[config.mk]
export PLATFORM = sky130hd
export DESIGN_NAME = mvm_seq_ctrl
export DESIGN_NICKNAME = d
export VERILOG_FILES = /design/src/rtl/mvm_pkg.sv /design/src/rtl/mvm_seq_tx_ser.sv /design/src/rtl/mvm_seq_ctrl.sv
export SDC_FILE = /design/constraint.sdc
export NUM_CORES = 1
export LEC_CHECK = 0
export ABC_CLOCK_PERIOD_IN_PS = 2300
export CAP_MARGIN = 10
export CORE_ASPECT_RATIO = 2
export CORE_MARGIN = 2
export CORE_UTILIZATION = 48
export DETAILED_ROUTE_END_ITERATION = 8
export DONT_BUFFER_PORTS = 1
export HOLD_SLACK_MARGIN = 0.1
export SETUP_SLACK_MARGIN = 0.2
export SLEW_MARGIN = 20
export SYNTH_ARGS = -nofsm -noshare
export SYNTH_HDL_FRONTEND = slang
export SYNTH_SLANG_ARGS = --single-unit
[constraint.sdc]
create_clock -name clk -period 2.3 [get_ports clk]
set_input_delay 0 -clock clk [delete_from_list [all_inputs] [get_ports clk]]
set_output_delay 0 -clock clk [all_outputs]
set_load 0.03 [all_outputs]
[src/rtl/mvm_pkg.sv]
// rtl/mvm_pkg.sv - shared types and constants for the UART MVM frame sequencer
// Contents: sequencer state enum, default geometry, derived frame byte counts.
package mvm_pkg;

    localparam int DEF_R             = 4;
    localparam int DEF_C             = 4;
    localparam int DEF_W_K           = 4;
    localparam int DEF_W_X           = 4;
    localparam int DEF_W_Y_OUT       = 16;
    localparam int DEF_BITS_PER_WORD = 8;
    localparam int DEF_TIMEOUT       = 1024;

    // Bytes in one input frame (K row-major, then X) and one result frame.
    localparam int N_IN_BYTES  = DEF_R * DEF_C + DEF_C;
    localparam int N_OUT_BYTES = DEF_R * DEF_W_Y_OUT / 8;

    typedef enum logic [1:0] {
        S_LOAD  = 2'd0,
        S_START = 2'd1,
        S_WAIT  = 2'd2,
        S_SEND  = 2'd3
    } seq_state_t;

    function automatic int n_in_bytes(input int r, input int c);
        return r * c + c;
    endfunction

    function automatic int n_out_bytes(input int r, input int w_y, input int bpw);
        return r * w_y / bpw;
    endfunction

endpackage

[src/rtl/mvm_seq_tx_ser.sv]
// rtl/mvm_seq_tx_ser.sv - result buffer and LSB-first byte serializer
// Ports: clk, rstn (async active-low), load (capture y_flat), y_flat (results),
//        accept (current byte taken by transmitter), m_data (current byte),
//        done (combinational: accept of the last byte this cycle).
module mvm_seq_tx_ser import mvm_pkg::*; #(
    parameter int R             = DEF_R,
    parameter int W_Y_OUT       = DEF_W_Y_OUT,
    parameter int BITS_PER_WORD = DEF_BITS_PER_WORD
) (
    input  logic                     clk,
    input  logic                     rstn,
    input  logic                     load,
    input  logic [R*W_Y_OUT-1:0]     y_flat,
    input  logic                     accept,
    output logic [BITS_PER_WORD-1:0] m_data,
    output logic                     done
);

    localparam int N_OUT = n_out_bytes(R, W_Y_OUT, BITS_PER_WORD);
    localparam int BW    = (N_OUT > 1) ? $clog2(N_OUT) : 1;

    logic [R*W_Y_OUT-1:0] buf_q;
    logic [BW-1:0]        byte_idx;

    // The buffer is shifted down as bytes go out, so the current byte is
    // always the bottom slice; byte_idx only tracks where the frame ends.
    assign m_data = buf_q[BITS_PER_WORD-1:0];
    assign done   = accept && (byte_idx == BW'(N_OUT - 1));

    always_ff @(posedge clk or negedge rstn) begin
        if (!rstn) begin
            buf_q    <= '0;
            byte_idx <= '0;
        end else if (load) begin
            buf_q    <= y_flat;
            byte_idx <= '0;
        end else if (accept) begin
            buf_q    <= buf_q >> BITS_PER_WORD;
            byte_idx <= done ? '0 : byte_idx + 1'b1;
        end
    end

endmodule

[src/rtl/mvm_seq_ctrl.sv]
// rtl/mvm_seq_ctrl.sv - frame sequencer between UART byte streams and the MVM core
// Ports: clk, rstn (async active-low); s_data/s_valid/s_ready (received bytes);
//        k_flat/x_flat (operands); mvm_valid/mvm_ready (start handshake);
//        y_flat/y_valid (results); m_data/m_valid/m_ready (bytes to transmit);
//        frame_done (pulse after last result byte).
// Option: MVM_SEQ_TIMEOUT_EN enables the inter-byte gap timeout in LOAD.
module mvm_seq_ctrl import mvm_pkg::*; #(
    parameter int R              = DEF_R,
    parameter int C              = DEF_C,
    parameter int W_K            = DEF_W_K,
    parameter int W_X            = DEF_W_X,
    parameter int W_Y_OUT        = DEF_W_Y_OUT,
    parameter int BITS_PER_WORD  = DEF_BITS_PER_WORD,
    parameter int TIMEOUT_CYCLES = DEF_TIMEOUT
) (
    input  logic                     clk,
    input  logic                     rstn,
    input  logic [BITS_PER_WORD-1:0] s_data,
    input  logic                     s_valid,
    output logic                     s_ready,
    output logic [R*C*W_K-1:0]       k_flat,
    output logic [C*W_X-1:0]         x_flat,
    output logic                     mvm_valid,
    input  logic                     mvm_ready,
    input  logic [R*W_Y_OUT-1:0]     y_flat,
    input  logic                     y_valid,
    output logic [BITS_PER_WORD-1:0] m_data,
    output logic                     m_valid,
    input  logic                     m_ready,
    output logic                     frame_done
);

    localparam int N_KB = R * C;
    localparam int N_IN = n_in_bytes(R, C);
    localparam int CW   = $clog2(N_IN);

    if ((W_Y_OUT % BITS_PER_WORD) != 0 || TIMEOUT_CYCLES < 1
        || W_K > BITS_PER_WORD || W_X > BITS_PER_WORD) begin : g_bad_cfg
        $error("mvm_seq_ctrl: unsupported parameter combination");
    end

    seq_state_t state, state_nxt;

    logic [CW-1:0]       byte_cnt;
    logic [R*C*W_K-1:0]  k_q;
    logic [C*W_X-1:0]    x_q;
    logic                s_fire;
    logic                last_in;
    logic                m_fire;
    logic                tx_done;
    logic                tx_load;
    logic                unused_s_data;

    // Only the low element bits of each byte are kept.
    assign unused_s_data = ^s_data;

    assign s_fire  = s_valid && s_ready;
    assign last_in = s_fire && (byte_cnt == CW'(N_IN - 1));
    assign m_fire  = m_valid && m_ready;
    assign tx_load = (state == S_WAIT) && y_valid;
    assign k_flat  = k_q;
    assign x_flat  = x_q;

    always_ff @(posedge clk or negedge rstn) begin
        if (!rstn) begin
            state <= S_LOAD;
        end else begin
            state <= state_nxt;
        end
    end

    // Handshake outputs are pure decodes of the state register, so none of
    // them depends combinationally on an input.
    always_comb begin
        state_nxt = state;
        s_ready   = 1'b0;
        mvm_valid = 1'b0;
        m_valid   = 1'b0;
        case (state)
            S_LOAD: begin
                s_ready = 1'b1;
                if (last_in) state_nxt = S_START;
            end
            S_START: begin
                mvm_valid = 1'b1;
                if (mvm_ready) state_nxt = S_WAIT;
            end
            S_WAIT: begin
                if (y_valid) state_nxt = S_SEND;
            end
            S_SEND: begin
                m_valid = 1'b1;
                if (tx_done) state_nxt = S_LOAD;
            end
            default: state_nxt = S_LOAD;
        endcase
    end

`ifdef MVM_SEQ_TIMEOUT_EN
    localparam int GW = $clog2(TIMEOUT_CYCLES + 1);

    logic [GW-1:0] gap_cnt;
    logic          gap_active;
    logic          timeout_hit;

    // The gap only matters once a frame has started arriving.
    assign gap_active  = (state == S_LOAD) && (byte_cnt != '0) && !s_fire;
    assign timeout_hit = gap_active && (gap_cnt == GW'(TIMEOUT_CYCLES - 1));

    always_ff @(posedge clk or negedge rstn) begin
        if (!rstn) begin
            gap_cnt <= '0;
        end else if (!gap_active || timeout_hit) begin
            gap_cnt <= '0;
        end else begin
            gap_cnt <= gap_cnt + 1'b1;
        end
    end
`endif

    always_ff @(posedge clk or negedge rstn) begin
        if (!rstn) begin
            byte_cnt <= '0;
        end else if (s_fire) begin
            byte_cnt <= last_in ? '0 : byte_cnt + 1'b1;
        end
`ifdef MVM_SEQ_TIMEOUT_EN
        else if (timeout_hit) begin
            byte_cnt <= '0;
        end
`endif
    end

    // Operand registers are only written by accepted bytes; a discarded
    // partial frame leaves its elements behind until the next frame lands.
    always_ff @(posedge clk or negedge rstn) begin
        if (!rstn) begin
            k_q <= '0;
            x_q <= '0;
        end else if (s_fire) begin
            for (int i = 0; i < N_KB; i++) begin
                if (byte_cnt == CW'(i)) k_q[i*W_K +: W_K] <= s_data[W_K-1:0];
            end
            for (int i = 0; i < C; i++) begin
                if (byte_cnt == CW'(N_KB + i)) x_q[i*W_X +: W_X] <= s_data[W_X-1:0];
            end
        end
    end

    always_ff @(posedge clk or negedge rstn) begin
        if (!rstn) begin
            frame_done <= 1'b0;
        end else begin
            frame_done <= tx_done;
        end
    end

    mvm_seq_tx_ser #(
        .R             (R),
        .W_Y_OUT       (W_Y_OUT),
        .BITS_PER_WORD (BITS_PER_WORD)
    ) u_tx_ser (
        .clk    (clk),
        .rstn   (rstn),
        .load   (tx_load),
        .y_flat (y_flat),
        .accept (m_fire),
        .m_data (m_data),
        .done   (tx_done)
    );

endmodule

* Yosys cells after proc, flatten, opt, wreduce, memory -nomap -nowiden
Cells that the tools add are included.
** Storage, ports and cells
- Word-level logic and storage cells :: 97
- Bits of input ports :: 78
- Flip-flop bits (word level) :: 155
- Output and inout bits :: 92
** Operators by class
- Reduce and logical (&&, ||, !) cells :: 29
- Multiplexer cells :: 14
- $add $sub $neg :: 2
- Equal/unequal tests :: 27
** Operators by type and width (count)
- 64-bit two-way mux :: 2
- 5-bit by 4-bit == test with 1-bit output, second input constant :: 8
- 2-bit AND reduction :: 20
- 5-bit by 3-bit == test with 1-bit output, second input constant :: 4
- 5-bit == test, second input constant :: 4
- 5-bit by 2-bit == test with 1-bit output, second input constant :: 2
- 3-bit two-way mux :: 3
- 2-bit two-way mux :: 4
- 2-bit != test, second input constant :: 4
- 2-bit case mux with 4 select lines :: 1
- 5-bit by 1-bit adder with 5-bit output, second input constant :: 1
- 5-bit by 1-bit == test with 1-bit output, second input constant :: 1
- 1-bit logical AND :: 5
- 5-bit logical NOT :: 1
- 5-bit two-way mux :: 1
- 2-bit == test, second input constant :: 2
- 4-bit AND reduction :: 1
- 3-bit by 1-bit adder with 3-bit output, second input constant :: 1
- 3-bit == test, second input constant :: 1
- 1-bit two-way mux :: 3
- 2-bit by 1-bit == test with 1-bit output, second input constant :: 1
- 2-bit logical NOT :: 1
- 2-bit nonzero test :: 1

* Longest topological paths before layout
- Depth after elaboration :: 7
- Gate-level depth with buffers :: 8
- Mapped depth without buffers :: 5

* Hierarchy
Synthesis repeated with hierarchy kept, for this count alone.
** Unflattened totals
- Cell total of the unflattened synthesis :: 556
- Area, all modules :: 6771.5 um^2
** By module, submodules not included
- mvm_seq_ctrl :: cells an instance 256, area each 3621.0 um^2, seq. area each 2202.1 um^2, instances 1
- mvm_seq_tx_ser :: cells an instance 300, area each 3150.5 um^2, seq. area each 1676.6 um^2, instances 1

* Worst setup path after synthesis
Ideal clock, no wire load.
- Path type :: register to register
- Start point :: register state[1]
- End point :: register x_q[12] (netlist: x_flat[12])
- Slack :: 258 ps
- Stages on the path, launching flop included :: 9
- Path buffers :: 3
- Clock period less this slack :: 2042 ps
- Setup time :: 125 ps
- Data required time :: 2175 ps
- Arrival :: 1917 ps
- Path through :: dfrtp_1 inv_1 ha_1 buf_2 and4bb_1 buf_6 and2_1 buf_6 mux2_4
** Between the ends
- Cells in the longest elaborated chain, start to end :: 4
** Ends and longest elaborated chain
- start, declared :: RTL line mvm_seq_ctrl.sv:42 : seq_state_t state, state_nxt;
- start signal, assigned :: RTL line mvm_seq_ctrl.sv:68 : state <= state_nxt;
- 2-bit logical NOT :: RTL line mvm_seq_ctrl.sv:79 : case (state)
- 1-bit two-way mux :: RTL line mvm_seq_ctrl.sv:79
- named net s_ready :: RTL line mvm_seq_ctrl.sv:20 : output logic s_ready,
- 1-bit logical AND :: RTL line mvm_seq_ctrl.sv:57 : assign s_fire = s_valid && s_ready;
- 2-bit AND reduction (no line)
- end signal, assigned by index :: RTL line mvm_seq_ctrl.sv:145 : if (byte_cnt == CW'(N_KB + i)) x_q[i*W_X +: W_X] <= s_data[W_X-1:0];
- end, declared :: RTL line mvm_seq_ctrl.sv:46 : logic [C*W_X-1:0] x_q;
The timed path passes the listed nets, and every way through them passes these cells.
A chain may end at the register's enable or synchronous reset.

* Worst setup path in the final report
- Start point :: register state[1]
- End point :: register x_q[13] (netlist: x_flat[13])
** Between the ends
- Cells in the longest elaborated chain, start to end :: 4
** Ends and longest elaborated chain (RTL line)
- 2-bit logical NOT :: mvm_seq_ctrl.sv:79
- 1-bit two-way mux :: mvm_seq_ctrl.sv:79
- 1-bit logical AND :: mvm_seq_ctrl.sv:57
- 2-bit AND reduction (no line)
No other way between the ends.

==> PnR_summary.wiki <==
{| class="wikitable"
! Metric !! Value
|-
| Final cycle utilization of the critical path || 86.3%
|-
| Remaining max-slew budget at the tightest pin || a little over two fifths
|-
| Crit end category || flip-flop
|-
| Diode count || 0
|-
| Total number of vias || 4350
|-
| Filler-free cell count of the finished design || 805
|-
| MaxCap Viol Count || 0
|-
| First drt pass iteration count || 4
|-
| Portion of the post-synthesis area used by sequential elements || 57.4%
|-
| Antenna violations before repair || 0
|-
| Clock root buffer || clkbuf_16
|-
| Area after detailed placement || 0.00686 sq mm
|-
| Setup Crit Path Kind || reg2reg
|-
| Layout Utilization || 59.7%
|-
| Number of pins with negative max-slew slack in the final report || 0
|-
| Required time of the worst setup path || 2.59 ns
|-
| Post-Synthesis Net Count || 635
|-
| Total congestion overflow after global routing || 0
|-
| Overall die area || about 0.015 sq mm
|-
| Critical Path Source Type || flip-flop
|-
| CTS tree || done
|-
| Layout Area Growth over Synthesis || 22.1%
|-
| Net count, final || 692
|-
| Maximum clock insertion buffer count || 2
|-
| Wire length of the first global-routing pass || 25200 microns
|-
| Footprint of the multi-input gates || 0.00262 sq mm
|-
| Sinks on the clock net || 155
|-
| Die W || ~88 microns
|-
| Maximum fanout along the worst path || 8
|-
| Final Instance Area || 0.00825 sq mm
|-
| Post-synthesis register bit count || 155
|-
| Die H || 172 microns
|-
| GR met3 Demand/Resource || 5.71%
|-
| Clock transition time at the flip-flop clock pins of the worst setup and hold paths || about 0.07 ns
|-
| Routability congestion estimate || about 0.8
|-
| Proportion of layout cells with a drive suffix above 1 || 20.9%
|-
| Placement Rows || 61
|-
| Total power draw || 11.0 mW
|-
| Maximum number of pins on one net before global-route repair || 156
|-
| Number of port buffers || 0
|-
| I/O pin count || 170
|-
| Result of the run || finished, violations left
|-
| Slew at the pin closest to its max-slew limit || approximately 0.86 ns
|-
| Core ar. || 0.0138 sq mm
|-
| Count of hold buffers inserted by post-cts repair || 76
|-
| Vias/cell || 5.40
|-
| Static power due to leakage || roughly 4.1 nW
|-
| Netlist Area Pre-Place || roughly 0.0068 sq mm
|-
| Hold slack final || -0.723 ns
|-
| Leading area contributor after synthesis || dfrtp_1
|-
| Num CTS Buffers || 17
|-
| Minimum clock period || ~2.0 ns
|-
| Count of distinct cell types in the synthesized netlist || 36
|-
| Final setup violation count || 0
|-
| Average size of a mapped cell || ~12 sq um
|-
| Met2 usage in global routing || ~42%
|-
| WP data arrival || 2.28 ns
|-
| Cells taking the most area after synthesis || dfrtp_1, mux2_2, mux2i_1
|-
| Instance count of the mapped netlist || 546
|-
| Number of H-tree levels || 4
|-
| Vias in the first global route || ~4800
|-
| DR DRC count || 0
|-
| Yosys synthesis warning count || 0
|-
| # Post-CTS Setup Buffers || 0
|-
| Fraction of met1 tracks used by global routing || 22.4%
|-
| Type of the worst min-delay path || in2async
|-
| Violated checks || hold timing
|-
| Clk_lat worst skew || ~0.42 ns
|-
| Iter 0 DRT Violations || 86
|-
| Tot GR Track Use || 22.3%
|-
| Post-Route Skew || 0.0165 ns
|-
| Detailed placer's ending HPWL || 11000 microns
|-
| Seq. cell area || 0.00388 sq mm
|-
| Power density relative to cell area || 1330 mW/mm^2
|-
| Number of routed nets with antenna violations || 0
|-
| Peak Freq || 504 MHz
|-
| Area share of the largest cell type after synthesis || 57.4%
|-
| Routed wire length per instance || between 20 and 25 microns
|-
| Detailed Route WL || 16500 microns
|-
| Initial core utilization || 48.9%
|-
| Number of placed cells counting well taps || 697
|-
| Number of filler cells placed in the layout || approximately 1100
|-
| Setup repair after global routing missed its margin || true
|-
| Total Negative Setup Slacks || 0 ns
|-
| Number of failing hold endpoints at the final stage || about 160
|-
| Most Crowded Layer GR || met2
|-
| Peak supply drop || 656 uV
|}
[metrics by stage]
step                      hold slack, ns  setup WS (ns)
after floorplan                   -0.296          0.258
after detailed placement          -0.292          0.327
after global placement            -0.292          0.375
after CTS                         -0.750          0.281
final                             -0.723          0.315
after global routing              -0.746          0.171
[cells in the final DEF, fill, tap and decap left out, types with 4 or more instances in the layout]
cell	n
a21oi_1	6
a22o_1	8
buf_4	5
clkbuf_16	17
dfrtp_1	155
dlygate4sd3_1	76
ha_1	11
inv_1	7
inv_6	6
mux2_2	76
mux2_4	4
mux2i_1	57
nand2_1	65
nand2b_1	5
nand3_1	6
nor2_1	9
o21ai_0	54
o21ai_1	4
[cells in the mapped netlist]
| cell | instances |
|---|---|
| buf_4 | 9 |
| nor2_1 | 10 |
| buf_6 | 2 |
| mux2i_1 | 57 |
| o21ai_0 | 54 |
| nand2b_1 | 5 |
| a31o_2 | 1 |
| nand3_1 | 6 |
| and4bb_1 | 1 |
| inv_1 | 7 |
| and2_1 | 4 |
| nor3b_1 | 1 |
| and4_1 | 3 |
| a211oi_1 | 3 |
| nand4b_1 | 3 |
| a22o_1 | 8 |
| ha_1 | 11 |
| a31oi_1 | 1 |
| mux2_4 | 4 |
| xnor2_1 | 1 |
| nand2_1 | 66 |
| nand4_1 | 3 |
| dfrtp_1 | 155 |
| a211o_2 | 2 |
| mux2_2 | 76 |
| and3_2 | 1 |
| clkbuf_1 | 15 |
| buf_2 | 20 |
| o21ai_1 | 4 |
| a21bo_2 | 1 |
| and3b_1 | 1 |
| and3_1 | 2 |
| and4b_2 | 1 |
| or3_1 | 1 |
| o211ai_1 | 1 |
| a21oi_1 | 6 |
[power breakdown]
part,leakage [nW],internal [mW],switching (mW)
clock,0.313,1.79,1.24
sequential,2.03,3.74,1.86
combinational,1.74,1.21,1.15
[what timing repair did]
action                                  in CTS  in global routing
gates resized for setup                      0                  1
endpoints found under the setup margin       0                 13
endpoints found under the hold margin      310                155
[worst max-delay path, stage by stage, from the launching register on]
cell and delay, ns:
dfrtp_1 0.41, inv_1 0.13, ha_1 0.33, and4bb_1 0.28, and2_1 0.37, mux2_4 0.33
[final timing paths]
path / startpoint / to / slack (ns) / cells past startpoint
max: state[1]$_DFFE_PN0P_ / x_flat[13]$_DFFE_PN0N_ / 0.31 / 5
min: rstn / u_tx_ser.buf_q[60]$_DFFE_PN0P_ / -0.72 / 0
max reg2reg: state[1]$_DFFE_PN0P_ / x_flat[13]$_DFFE_PN0N_ / 0.31 / 5
min reg2reg: u_tx_ser.buf_q[63]$_DFFE_PN0P_ / u_tx_ser.buf_q[63]$_DFFE_PN0P_ / 0.50 / 1
max in group asynchronous: rstn / u_tx_ser.buf_q[28]$_DFFE_PN0P_ / 2.80 / 0
min in group clk: s_valid / k_flat[40]$_DFFE_PN0P_ / 0.10 / 3
[final cells by class]
class / count / area share, %
clock buffers: 18 / 5.32
repair buffers: 84 / 10.4
clock inverters: 14 / 2.35
flip-flops and latches: 155 / 47.0
inverters: 7 / 0.318
multi-input cells: 338 / 31.7
well taps: 189 / 2.87
[routing by layer]
layer | up-vias | share of wire [%]
met3 | 16 | 5.5
met1 | 2192 | 35
li1 | 2008 | -
met4 | 0 | 1.9
met5 | - | 0
met2 | 134 | 57
[state kept, by name (all words and copies together) (netlist names)]
register           count
byte_cnt               5
frame_done             1
k_flat                64
state                  2
u_tx_ser.buf_q        64
u_tx_ser.byte_idx      3
x_flat                16
[kinds of logic (layout without fill, tap and decap cells)]
logic type / Yosys count / after routing / share of synthesized area, %
xor gates and xnor gates: 1 / 1 / 0.130
muxes: 137 / 137 / 22.0
AOI/OAI and AO/OA: 81 / 81 / 6.89
and+or+nand+nor: 108 / 108 / 7.53
adders and majority gates: 11 / 11 / 2.04
DFF: 155 / 155 / 57.4
buffers and inverters: 53 / 123 / 4.04
Power figures use the tool's default switching activity.
